## src/rtl/multdiv_unit.sv

```systemverilog
`default_nettype none
// ============================================================================
//  Module      : multdiv_unit
//  Description : Iterative signed multiply (radix-2 Booth) / divide (restoring)
//                unit with a one-cycle writeback strobe.
//  Revision    : 1.0  initial release
// ============================================================================
module multdiv_unit #(
  parameter int WIDTH = 32,
  parameter int CNT_W = 6
) (
  input  logic             clock,
  input  logic             resetn,
  input  logic             start_mul,
  input  logic             start_div,
  input  logic [WIDTH-1:0] operand_a,
  input  logic [WIDTH-1:0] operand_b,
  input  logic [4:0]       dest_reg,
  output logic             busy,
  output logic             result_valid,
  output logic [WIDTH-1:0] result,
  output logic [4:0]       result_reg,
  output logic             exception
);

  typedef enum logic [1:0] {
    S_IDLE = 2'd0,
    S_MUL  = 2'd1,
    S_DIV  = 2'd2,
    S_DONE = 2'd3
  } state_t;

  localparam logic [CNT_W-1:0] C_LAST = CNT_W'(WIDTH);
  localparam logic [WIDTH-1:0] C_MIN  = {1'b1, {(WIDTH-1){1'b0}}};

  state_t             state_q, state_d;
  logic [CNT_W-1:0]   cnt_q, cnt_d;
  logic [WIDTH-1:0]   opa_q, opa_d, opb_q, opb_d;
  logic [4:0]         rd_q, rd_d;
  logic [2*WIDTH:0]   acc_q, acc_d;
  logic [WIDTH-1:0]   rem_q, rem_d, quo_q, quo_d, dvs_q, dvs_d;
  logic               neg_q, neg_d;
  logic [WIDTH-1:0]   res_q, res_d;
  logic               exc_q, exc_d;
  logic [4:0]         rreg_q, rreg_d;

  logic [WIDTH:0]     booth_sum;
  logic [2*WIDTH:0]   booth_next;
  logic               mul_fits;
  logic [WIDTH:0]     div_sh;
  logic               div_ge;
  logic [WIDTH-1:0]   div_diff;
  logic [WIDTH-1:0]   rem_next, quo_next;
  logic               div_ovf;

  // Booth step: the sum is one bit wider than the high half so that
  // subtracting the most negative multiplicand stays exact before the shift.
  always_comb begin
    booth_sum = {acc_q[2*WIDTH], acc_q[2*WIDTH:WIDTH+1]};
    case (acc_q[1:0])
      2'b01:   booth_sum = booth_sum + {opa_q[WIDTH-1], opa_q};
      2'b10:   booth_sum = booth_sum - {opa_q[WIDTH-1], opa_q};
      default: booth_sum = booth_sum;
    endcase
    booth_next = {booth_sum, acc_q[WIDTH:1]};
    mul_fits   = (&booth_next[2*WIDTH:WIDTH]) | ~(|booth_next[2*WIDTH:WIDTH]);
  end

  always_comb begin
    div_sh   = {rem_q, quo_q[WIDTH-1]};
    div_ge   = (div_sh >= {1'b0, dvs_q});
    div_diff = div_sh[WIDTH-1:0] - dvs_q;
    rem_next = div_ge ? div_diff : div_sh[WIDTH-1:0];
    quo_next = {quo_q[WIDTH-2:0], div_ge};
    div_ovf  = (opa_q == C_MIN) && (&opb_q);
  end

  always_comb begin
    state_d = state_q;
    cnt_d   = cnt_q;
    opa_d   = opa_q;
    opb_d   = opb_q;
    rd_d    = rd_q;
    acc_d   = acc_q;
    rem_d   = rem_q;
    quo_d   = quo_q;
    dvs_d   = dvs_q;
    neg_d   = neg_q;
    res_d   = res_q;
    exc_d   = exc_q;
    rreg_d  = rreg_q;

    case (state_q)
      S_IDLE: begin
        cnt_d = '0;
        if (start_mul || start_div) begin
          opa_d   = operand_a;
          opb_d   = operand_b;
          rd_d    = dest_reg;
          state_d = start_mul ? S_MUL : S_DIV;
        end
      end

      S_MUL: begin
        if (cnt_q == '0) begin
          acc_d = {{WIDTH{1'b0}}, opb_q, 1'b0};
          cnt_d = cnt_q + 1'b1;
        end else begin
          acc_d = booth_next;
          cnt_d = cnt_q + 1'b1;
          if (cnt_q == C_LAST) begin
            state_d = S_DONE;
            cnt_d   = '0;
            rreg_d  = rd_q;
            exc_d   = ~mul_fits;
            res_d   = mul_fits ? booth_next[WIDTH:1] : '0;
          end
        end
      end

      S_DIV: begin
        if (cnt_q == '0) begin
          dvs_d = opb_q[WIDTH-1] ? -opb_q : opb_q;
          quo_d = opa_q[WIDTH-1] ? -opa_q : opa_q;
          rem_d = '0;
          neg_d = opa_q[WIDTH-1] ^ opb_q[WIDTH-1];
          cnt_d = cnt_q + 1'b1;
        end else if (opb_q == '0) begin
          state_d = S_DONE;
          cnt_d   = '0;
          rreg_d  = rd_q;
          exc_d   = 1'b1;
          res_d   = '0;
        end else begin
          rem_d = rem_next;
          quo_d = quo_next;
          cnt_d = cnt_q + 1'b1;
          if (cnt_q == C_LAST) begin
            state_d = S_DONE;
            cnt_d   = '0;
            rreg_d  = rd_q;
            exc_d   = div_ovf;
            res_d   = div_ovf ? '0 : (neg_q ? -quo_next : quo_next);
          end
        end
      end

      S_DONE: begin
        state_d = S_IDLE;
        cnt_d   = '0;
      end

      default: begin
        state_d = S_IDLE;
        cnt_d   = '0;
      end
    endcase
  end

  always_ff @(posedge clock) begin
    if (!resetn) begin
      state_q <= S_IDLE;
      cnt_q   <= '0;
      opa_q   <= '0;
      opb_q   <= '0;
      rd_q    <= '0;
      acc_q   <= '0;
      rem_q   <= '0;
      quo_q   <= '0;
      dvs_q   <= '0;
      neg_q   <= 1'b0;
      res_q   <= '0;
      exc_q   <= 1'b0;
      rreg_q  <= '0;
    end else begin
      state_q <= state_d;
      cnt_q   <= cnt_d;
      opa_q   <= opa_d;
      opb_q   <= opb_d;
      rd_q    <= rd_d;
      acc_q   <= acc_d;
      rem_q   <= rem_d;
      quo_q   <= quo_d;
      dvs_q   <= dvs_d;
      neg_q   <= neg_d;
      res_q   <= res_d;
      exc_q   <= exc_d;
      rreg_q  <= rreg_d;
    end
  end

  assign busy         = (state_q != S_IDLE);
  assign result_valid = (state_q == S_DONE);
  assign result       = res_q;
  assign result_reg   = rreg_q;
  assign exception    = exc_q;

endmodule
`default_nettype wire
```

## config.mk

```make
export PLATFORM = sky130hd
export DESIGN_NAME = multdiv_unit
export DESIGN_NICKNAME = d
export VERILOG_FILES = /design/src/rtl/multdiv_unit.sv
export SDC_FILE = /design/constraint.sdc
export NUM_CORES = 1
export LEC_CHECK = 0
export ABC_AREA = 1
export BUFFER_PORTS_ARGS = -buffer_cell sky130_fd_sc_hd__buf_2
export CAP_MARGIN = 0
export CORE_ASPECT_RATIO = 0.7
export CORE_MARGIN = 5
export CORE_UTILIZATION = 50
export CTS_BUF_LIST = sky130_fd_sc_hd__clkbuf_8 sky130_fd_sc_hd__clkbuf_16
export DETAILED_ROUTE_END_ITERATION = 10
export PLACE_DENSITY = 0.68
export SYNTH_ARGS = -nofsm -noshare
export SYNTH_HDL_FRONTEND = slang
export SYNTH_SLANG_ARGS = --single-unit
```

## constraint.sdc

```tcl
create_clock -name clock -period 5.6 [get_ports clock]
set_clock_uncertainty 0.1 [all_clocks]
set_input_delay 0.28 -clock clock [delete_from_list [all_inputs] [get_ports clock]]
set_output_delay 0.28 -clock clock [all_outputs]
set_load 0.03 [all_outputs]
```

======== After elaboration in Yosys (flattened, before gate mapping) ========
Cells that the tools add are included.
Widths: inputs -> output; s select.
cells by class
  add/subtract/negate cells ............... 7
  multipliers ............................. 0
  div/mod/pow operators ................... 0
  magnitude comparators ................... 1
  equal/unequal tests ..................... 13
  shifts and indexed selects .............. 0
  muxes and demuxes ....................... 41
  bitwise gates (word level) .............. 4
  reductions and logical operators ........ 17
operators by type and width
  operator              number
  $mux 32               15
  $neg 32->32           3
  $pmux 33 s2           1
  $mux 65               1
  $pmux 32 s2           1
  $add 32x32->33        1
  $ge 33x32->1          1
  $reduce_and 33->1     1
  $reduce_or 33->1      1
  $sub 32x32->33        1
  $eq 32x32->1 const B  1
  $logic_not 32->1      1
  $reduce_and 32->1     1
  $sub 32x32->32        1
  $mux 6                4
  $mux 5                4
  $pmux 6 s3            1
  $mux 2                6
  $ne 2x2->1 const B    5
  $pmux 5 s2            1
  $pmux 2 s4            1
  $add 6x1->6 const B   1
  $eq 2x2->1 const B    3
  $eq 6x6->1 const B    1
  16 further kinds      26
word-level totals
  flip-flop bits (word level) ............. 277
  latch bits .............................. 0
  bits in writable memories ............... 0
  memory bits (read-only) ................. 0
  bits of input ports ..................... 73
  output and inout bits ................... 40
  logic and storage cells ................. 96
  memories ................................ 0

======== Logic depth before layout (Yosys ltp) ========
Gate-level depths: netlist (run 1).
  word-level depth ........................ 9
  depth in mapped cells ................... 37
  gate-level depth less buffers ........... 36

======== Least setup slack after synthesis (run 1) ========
No wires, ideal clock.
  path type ............................... flip-flop to flip-flop
  start ................................... register opa_q[1]
  end ..................................... register res_q[15], in the netlist result[15]
  setup time .............................. 0.070 ns
  arrival time ............................ 3.859 ns
  setup slack ............................. 1.571 ns
  stages on the path, launching flop included .. 29
  path buffers ............................ 1
  period minus slack after synthesis ...... 4.029 ns
  cell sequence ........................... dfxtp_1 -> inv_1 -> ha_1 -> nand3_2 -> nor3_1 -> nand3_1 -> nand3b_1 -> nor2_1 -> nand3_1 -> nor2_1 -> nand4_1 -> xor2_1 -> o21ai_0 -> ha_1 -> a21o_1 -> nor2_1 -> nand2_1 -> a21oi_1 -> nand2_1 -> nand2_1 -> nand3_1 -> nand2_1 -> nand3_1 -> nor2_1 -> nand4_2 -> nand2_4 -> buf_6 -> nand3_1 -> a21oi_1
between the ends
  longest elaborated chain between the ends .. 9
RTL lines
  element                                           line    source
  from (decl)                                       38      logic [WIDTH-1:0] opa_q, opa_d, opb_q, opb_d;
  from (signal assigned)                            178     opa_q <= opa_d;
  $sub 32x32->33 or $add 32x32->33 (tied branches)  62, 61
  $pmux 33 s2                                       60      case (acc_q[1:0])
  $reduce_or 33->1                                  66      mul_fits = (&booth_next[2*WIDTH:WIDTH]) | ~(|booth_next[2*WIDTH:WIDTH]);
  $not 1->1                                         66
  $or 1x1->1                                        66
  $mux 32                                           116     res_d = mul_fits ? booth_next[WIDTH:1] : '0;
  $mux 32                                           111     if (cnt_q == C_LAST) begin
  $mux 32                                           105     if (cnt_q == '0) begin
  $pmux 32 s2 (*)                                   93      case (state_q)
  to (signal assigned)                              186     res_q <= res_d;
  to (decl)                                         43      logic [WIDTH-1:0] res_q, res_d;
Every way passes the cells marked *; elsewhere a longest branch is shown, timed or not. The select of a mux whose other input is x is not followed.
A chain may end at the register's enable or synchronous reset.

======== Worst setup path after layout (run 1) ========
  start ................................... register opa_q[0]
  end ..................................... register res_q[14], in the netlist result[14]
Same word-level chain as after synthesis.

==> results_dict.tcl, run 1 <==
set metrics [dict create \
    outcome "finished clean" \
    n_fill_cell 3818 \
    r2r-start "opa_q[0]" \
    min_from "operand_a[31]" \
    critPathKind "reg2reg" \
    synth_top_family_by_area "simple AND/OR/NAND/NOR gates" \
    yosysWarnings 0 \
    slew_headroom_pct 21.4 \
    cp-startpoint "opa_q[0]" \
    ys_ff_latch 277 \
    fin_crit_sh_pct 94.8 \
    grt_pass1_vias 18600 \
    die_y_um 174 \
    largest_register_ffs 65 \
    fmax_mhz 188 \
    slowest_stage "ha_2" \
    worstHoldPathType "in2reg" \
    seqCellArea_sq_um 5550 \
    grt_pass1_wl_um 110000 \
    area_growth_pct 13.4 \
    r2r_slack_ns 0.29 \
    synth-edff-count 0 \
    critPathRequiredTime_ns 6.00 \
    seq_area_frac_synth_pct 28.7 \
    worstReg2RegEnd "result[14]" \
    netlist_area_sq_um 19300 \
    clock_sinks 277 \
    slowest_delay_ns 0.43 \
    cp-start-kind "flop" \
    clock_latency_ns 0.59 \
    whs_ns 0.00461 \
    dr.first_iter.drc_count 2410 \
    tritoncts "built" \
    fin_nets 3346 \
    crit_fanout 16 \
    clk_path_buf_depth 3 \
    synth_compound_area_share_pct 20.6 \
    drt_first_pass_iters 5 \
    seqPwrFrac_pct 22.4 \
    multi_input_area_sq_um 11600 \
    grt_max_degree 100 \
    setup_viol 0 \
    wl_um 73600 \
    ir_worst_vdd_mv 0.382 \
    die_w_um 245 \
    power_density_nw_per_um2 600 \
    end_kind "flop" \
    synth.distinct_cells 53 \
    placementRows 60 \
    p_switching_mw 7.03 \
    max-cap-violations 0 \
    grt_use_total_pct 32.7 \
    arrival_ns 5.71 \
    whs_path_depth 3 \
    synthesis.instances 3104 \
    worst_slew_pin_slew_ns 1.18 \
    p_sw_share_pct 53.5 \
    dieArea_sq_um 42700 \
    power.leakage_nw 10.4 \
    hold_viol 0 \
    fin_crit_ns 5.31 \
    place.gp.congestion 0.988 \
    synthArstFlopShare_pct 0 \
    pwr-share-clk_pct 16.9 \
    grt-ovfl-total 0 \
    hold_end "opa_q[31]" \
    grt_setup_unrepaired "false" \
    drive_gt1_share_pct 9.53 \
    antenna_left 0 \
    syn_area_per_cell_sq_um 6.21 \
    synth_xor_area_share_pct 3.72 \
    n_antenna_cell 0 \
    synth_ff_type "dfxtp_1" \
    cts_buffers 30 \
    setup_tns_ns 0 \
    vias 21200 \
    portBuffers 112 \
    p_int_mw 6.10 \
    path_clk_slew_ns 0.07 \
    synth-simple-area-share_pct 30.5 \
    yosys-mux-area-fraction_pct 0 \
    clock-root-buffer "clkbuf_16" \
    io_pins 113 \
    combPwrFrac_pct 60.7 \
    ctsHtreeMaxLevel 1 \
    hpwl_um 56000 \
    synthAdderAreaFrac_pct 4.88 \
    drt-wirelength-per-cell_um 19.8 \
    core-area_sq_um 38300 \
    start_util_pct 50.4 \
    syn_nets 3251 \
    antenna_found_initial 1 \
    post-route-drc-count 0 \
    drv_slew 0 \
    post_drt_via_cell_ratio 5.71 \
    r2r_cells 28 \
]
[layer usage]
layer | track usage [%] | routed length, um
met2 | 43.8 | 27900
met1 | 51.4 | 35800
met4 | 6.92 | 1750
met5 | 0 | 0
met3 | 8.95 | 8160
[synth_stat cells, types with 36 or more instances]
| cell | n | area (sq um) |
|---|---|---|
| o211ai_1 | 39 | 293 |
| ha_1 | 72 | 901 |
| nand2_1 | 740 | 2780 |
| a21oi_1 | 311 | 1560 |
| clkbuf_1 | 94 | 353 |
| o21ai_0 | 267 | 1340 |
| inv_1 | 423 | 1590 |
| xor2_1 | 57 | 499 |
| dfxtp_1 | 277 | 5550 |
| nor2_1 | 281 | 1050 |
| nand3_1 | 185 | 926 |
| or2_2 | 36 | 225 |
[power by group through the flow]
stage | sequential [mW] | clock (mW) | combinational [mW]
floorplan | 2.76 | 0 | 5.62
global placement | 2.94 | 0 | 7.40
detailed placement | 2.96 | 0 | 7.47
CTS | 2.92 | 2.23 | 7.53
global route | 3.00 | 2.32 | 8.69
finish | 2.95 | 2.22 | 7.96
[metrics by stage]
step / setup slack [ns] / power [mW] / util, % / area, sq um / cells
finish: 0.293 / 13.1 / 57.1 / 21900 / 3719
global route: 0.0184 / 14.0 / 57.1 / 21900 / 3719
detailed placement: 0.360 / 10.4 / 52.5 / 20100 / 3600
global placement: 0.533 / 10.3 / 52.5 / 20100 / 3600
floorplan: 1.57 / 8.38 / - / 19300 / 3104
CTS: 0.331 / 12.7 / 57.0 / 21800 / 3717
[worst max path at each step]
| stage | endpoint | slack, ns | cells after the start |
|---|---|---|---|
| finish | result[14] | 0.29 | 28 |
| global route | result[19] | 0.02 | 35 |
| CTS | result[0] | 0.33 | 27 |
| detailed placement | result[14] | 0.36 | 27 |
| global placement | result[27] | 0.53 | 29 |
| floorplan | result[15] | 1.57 | 28 |
[cell usage in the layout (no fill, tap or decap), types with 32 or more instances in the layout]
| cell | instances |
|---|---|
| nand2_1 | 740 |
| inv_1 | 428 |
| a21oi_1 | 311 |
| dfxtp_1 | 277 |
| nor2_1 | 276 |
| o21ai_0 | 265 |
| nand3_1 | 185 |
| buf_2 | 111 |
| ha_1 | 71 |
| dlygate4sd3_1 | 61 |
| xor2_1 | 57 |
| o211ai_1 | 39 |
| or2_2 | 36 |
| nand4_1 | 34 |
| buf_4 | 33 |
| o221ai_1 | 32 |
[timing repair]
item,in CTS,in global routing
hold buffers,61,0
buffers inserted,0,1
gates resized for setup,0,9
setup endpoints to repair,0,32
endpoints found under the hold margin,61,0
[layout make-up]
type | instances | share of cell area [%]
well taps | 496 | 2.84
flip-flops and latches | 277 | 25.3
clock buffers | 37 | 3.92
clock inverters | 19 | 1.03
repair buffers | 205 | 6.46
inverters | 434 | 7.45
multi-input cells | 2251 | 52.9
[worst max-delay path, delay by kind of cell, from the launching register on]
| kind | cells | cell delay, ns |
|---|---|---|
| adder cells (fa/ha/maj) | 2 | 0.64 |
| buffers and inverters | 2 | 0.16 |
| AO/OA/AOI/OAI | 4 | 0.81 |
| flip-flops | 1 | 0.33 |
| XOR/XNOR | 1 | 0.21 |
| AND/OR/NAND/NOR | 19 | 2.96 |
[cell families (layout without fill, tap and decap cells)]
family | after synthesis | count (layout)
and+or+nand+nor | 1375 | 1376
AOI/OAI and AO/OA | 719 | 719
buffers and inverters | 577 | 695
DFF | 277 | 277
xor gates and xnor gates | 82 | 82
adders and majority gates | 74 | 74
(Power assumes the default switching activity.)
==> inputs of run 2 (changes only) <==
==> constraint.sdc (replaced) <==
create_clock -name clock -period 5.6 [get_ports clock]
set_clock_uncertainty 0.1 [all_clocks]
set_input_delay 0.56 -clock clock [delete_from_list [all_inputs] [get_ports clock]]
set_output_delay 0.56 -clock clock [all_outputs]
set_load 0.03 [all_outputs]
==> run 2 against run 1 <==
Non-clock buffer count fell by 53. Clock-buffer cell count rose by 2. Die area unchanged. Sequential share of layout area up 0.64 points. Via count decreased by 0.88%. First-iteration DRC count increased by 0.50%. Critical path type unchanged. Critical endpoint is now result[0]. Highest routed layer is now met5.
==> results_dict.tcl, run 2 (same netlist as run 1, synthesis figures left out) <==
set metrics [dict create \
    outcome "finished clean" \
    die_y_um 174 \
    critPathKind "reg2reg" \
    fin_nets 3295 \
    portBuffers 112 \
    start_util_pct 50.4 \
    vias 21000 \
    dieArea_sq_um 42700 \
    power_density_nw_per_um2 615 \
    combPwrFrac_pct 61.9 \
    n_antenna_cell 0 \
    dr.first_iter.drc_count 2422 \
    power_mw 13.1 \
    end_kind "flop" \
    core-area_sq_um 38300 \
    fin_util_pct 55.7 \
    slowest_stage "ha_1" \
    crit_fanout 8 \
    ctsHtreeMaxLevel 1 \
    grt_pass1_vias 18700 \
    fin_crit_sh_pct 94.5 \
    fin_crit_ns 5.29 \
    post_drt_via_cell_ratio 5.74 \
    die_w_um 245 \
    placed_area_sq_um 20100 \
    grt_max_degree 147 \
    grt_use_total_pct 32.5 \
    clock_sinks 277 \
    cp-start-kind "flop" \
    cts_buffers 30 \
    final_cell_mix "nand2_1 (740), inv_1 (424), a21oi_1 (308)" \
    hold_viol 0 \
    p_sw_share_pct 54.0 \
    p_int_mw 6.03 \
    r2r-start "opa_q[0]" \
    worst_slew_pin_slew_ns 1.01 \
    wl_um 73100 \
    setup_viol 0 \
    placementRows 60 \
    arrival_ns 5.70 \
    place.gp.congestion 0.977 \
    antenna_found_initial 1 \
    drt-wirelength-per-cell_um 19.9 \
    area_growth_pct 10.6 \
    drt_first_pass_iters 6 \
    grt_pass1_wl_um 109000 \
    setup_tns_ns 0 \
    pwr-share-clk_pct 15.6 \
    hpwl_um 55600 \
    antenna_left 0 \
    grt-ovfl-total 0 \
    hold_buffers 0 \
    drv_slew 0 \
    io_pins 113 \
    cp-startpoint "opa_q[0]" \
    power.leakage_nw 10.1 \
    worstHoldPathType "in2reg" \
    path_clk_slew_ns 0.07 \
    post-route-drc-count 0 \
    max-cap-violations 0 \
    critPathRequiredTime_ns 6.01 \
    largest_register_ffs 65 \
    drive_gt1_share_pct 10.3 \
    final_area_sq_um 21300 \
    tritoncts "built" \
    clock_latency_ns 0.59 \
    ir_worst_vdd_mv 0.365 \
    slowest_delay_ns 0.41 \
    slew_headroom_pct 32.7 \
    fmax_mhz 189 \
    min_from "operand_a[6]" \
    p_switching_mw 7.08 \
    clock-root-buffer "clkbuf_16" \
    layout_commonest_cell "nand2_1" \
    n_fill_cell 3868 \
    seqPwrFrac_pct 22.5 \
    grt_setup_unrepaired "false" \
    clk_path_buf_depth 3 \
]
## run 2: cell count changes in the layout (fill, tap and decap cells not counted), sizes merged
| cell | previous run | this run |
|---|---|---|
| buf | 144 | 152 |
| bufinv | 5 | 1 |
| clkbuf | 37 | 39 |
| clkinv | 6 | 11 |
| clkinvlp | 2 | 3 |
| dlygate4sd3 | 61 | 0 |
| inv | 440 | 435 |
| nand2 | 755 | 757 |
## run 2: what timing repair did
action | CTS | global route
buffers inserted | 0 | 9
setup endpoints to repair | 0 | 32
gates resized for setup | 0 | 17
## run 2: per-layer routing
layer / vias up / wire, um / part of all wire, % / GRT usage [%]
met5: - / 13 / 0.018 / 0
met4: 2 / 1180 / 1.6 / 4.39
met3: 90 / 8340 / 11 / 9.04
met2: 987 / 28400 / 39 / 45.0
met1: 9741 / 35100 / 48 / 50.8
li1: 10200 / - / - / -
## run 2: critical path: cells and delay by family (launching register included)
family / cells / cell delay, ns
xor+xnor: 1 / 0.20
fa+ha+maj: 2 / 0.61
compound gates: 4 / 0.90
simple gates: 19 / 2.72
flops: 1 / 0.34
buf+inv: 3 / 0.33
## run 2: through the flow
stage	setup WS, ns	hold WS (ns)	instances
5_1_grt	0.0273	0.123	3667
6_report	0.308	0.128	3667
2_1_floorplan	1.57	0.330	3104
3_5_place_dp	0.354	0.354	3600
3_3_place_gp	0.500	0.343	3600
4_1_cts	0.313	0.111	3655
## run 2: path summary, 6_finish.rpt
path / end / slack [ns] / cells after the start
setup / recovery: result[0] / 0.31 / 29
hold / removal: opa_q[6] / 0.13 / 3
setup reg to reg: result[0] / 0.31 / 29
hold reg to reg: cnt_q[0] / 0.36 / 1
## run 2: area by class of cell
cell class / instances / area (sq um) / area share (%)
inverter: 434 / 1630 / 7.64
timing repair buffer: 152 / 913 / 4.28
sequential: 277 / 5550 / 26.0
multi-input combinational: 2253 / 11600 / 54.5
clock inverter: 16 / 116 / 0.545
clock buffer: 39 / 886 / 4.15
tap: 496 / 621 / 2.91
## run 2: power groups by stage
stage                     clock (mW)  sequential [mW]  combinational [mW]
after floorplan                    0             2.76                5.62
after global placement             0             2.95                7.39
after detailed placement           0             2.95                7.45
after CTS                       2.08             2.92                7.49
after global routing            2.16             2.99                8.91
final                           2.05             2.94                8.12
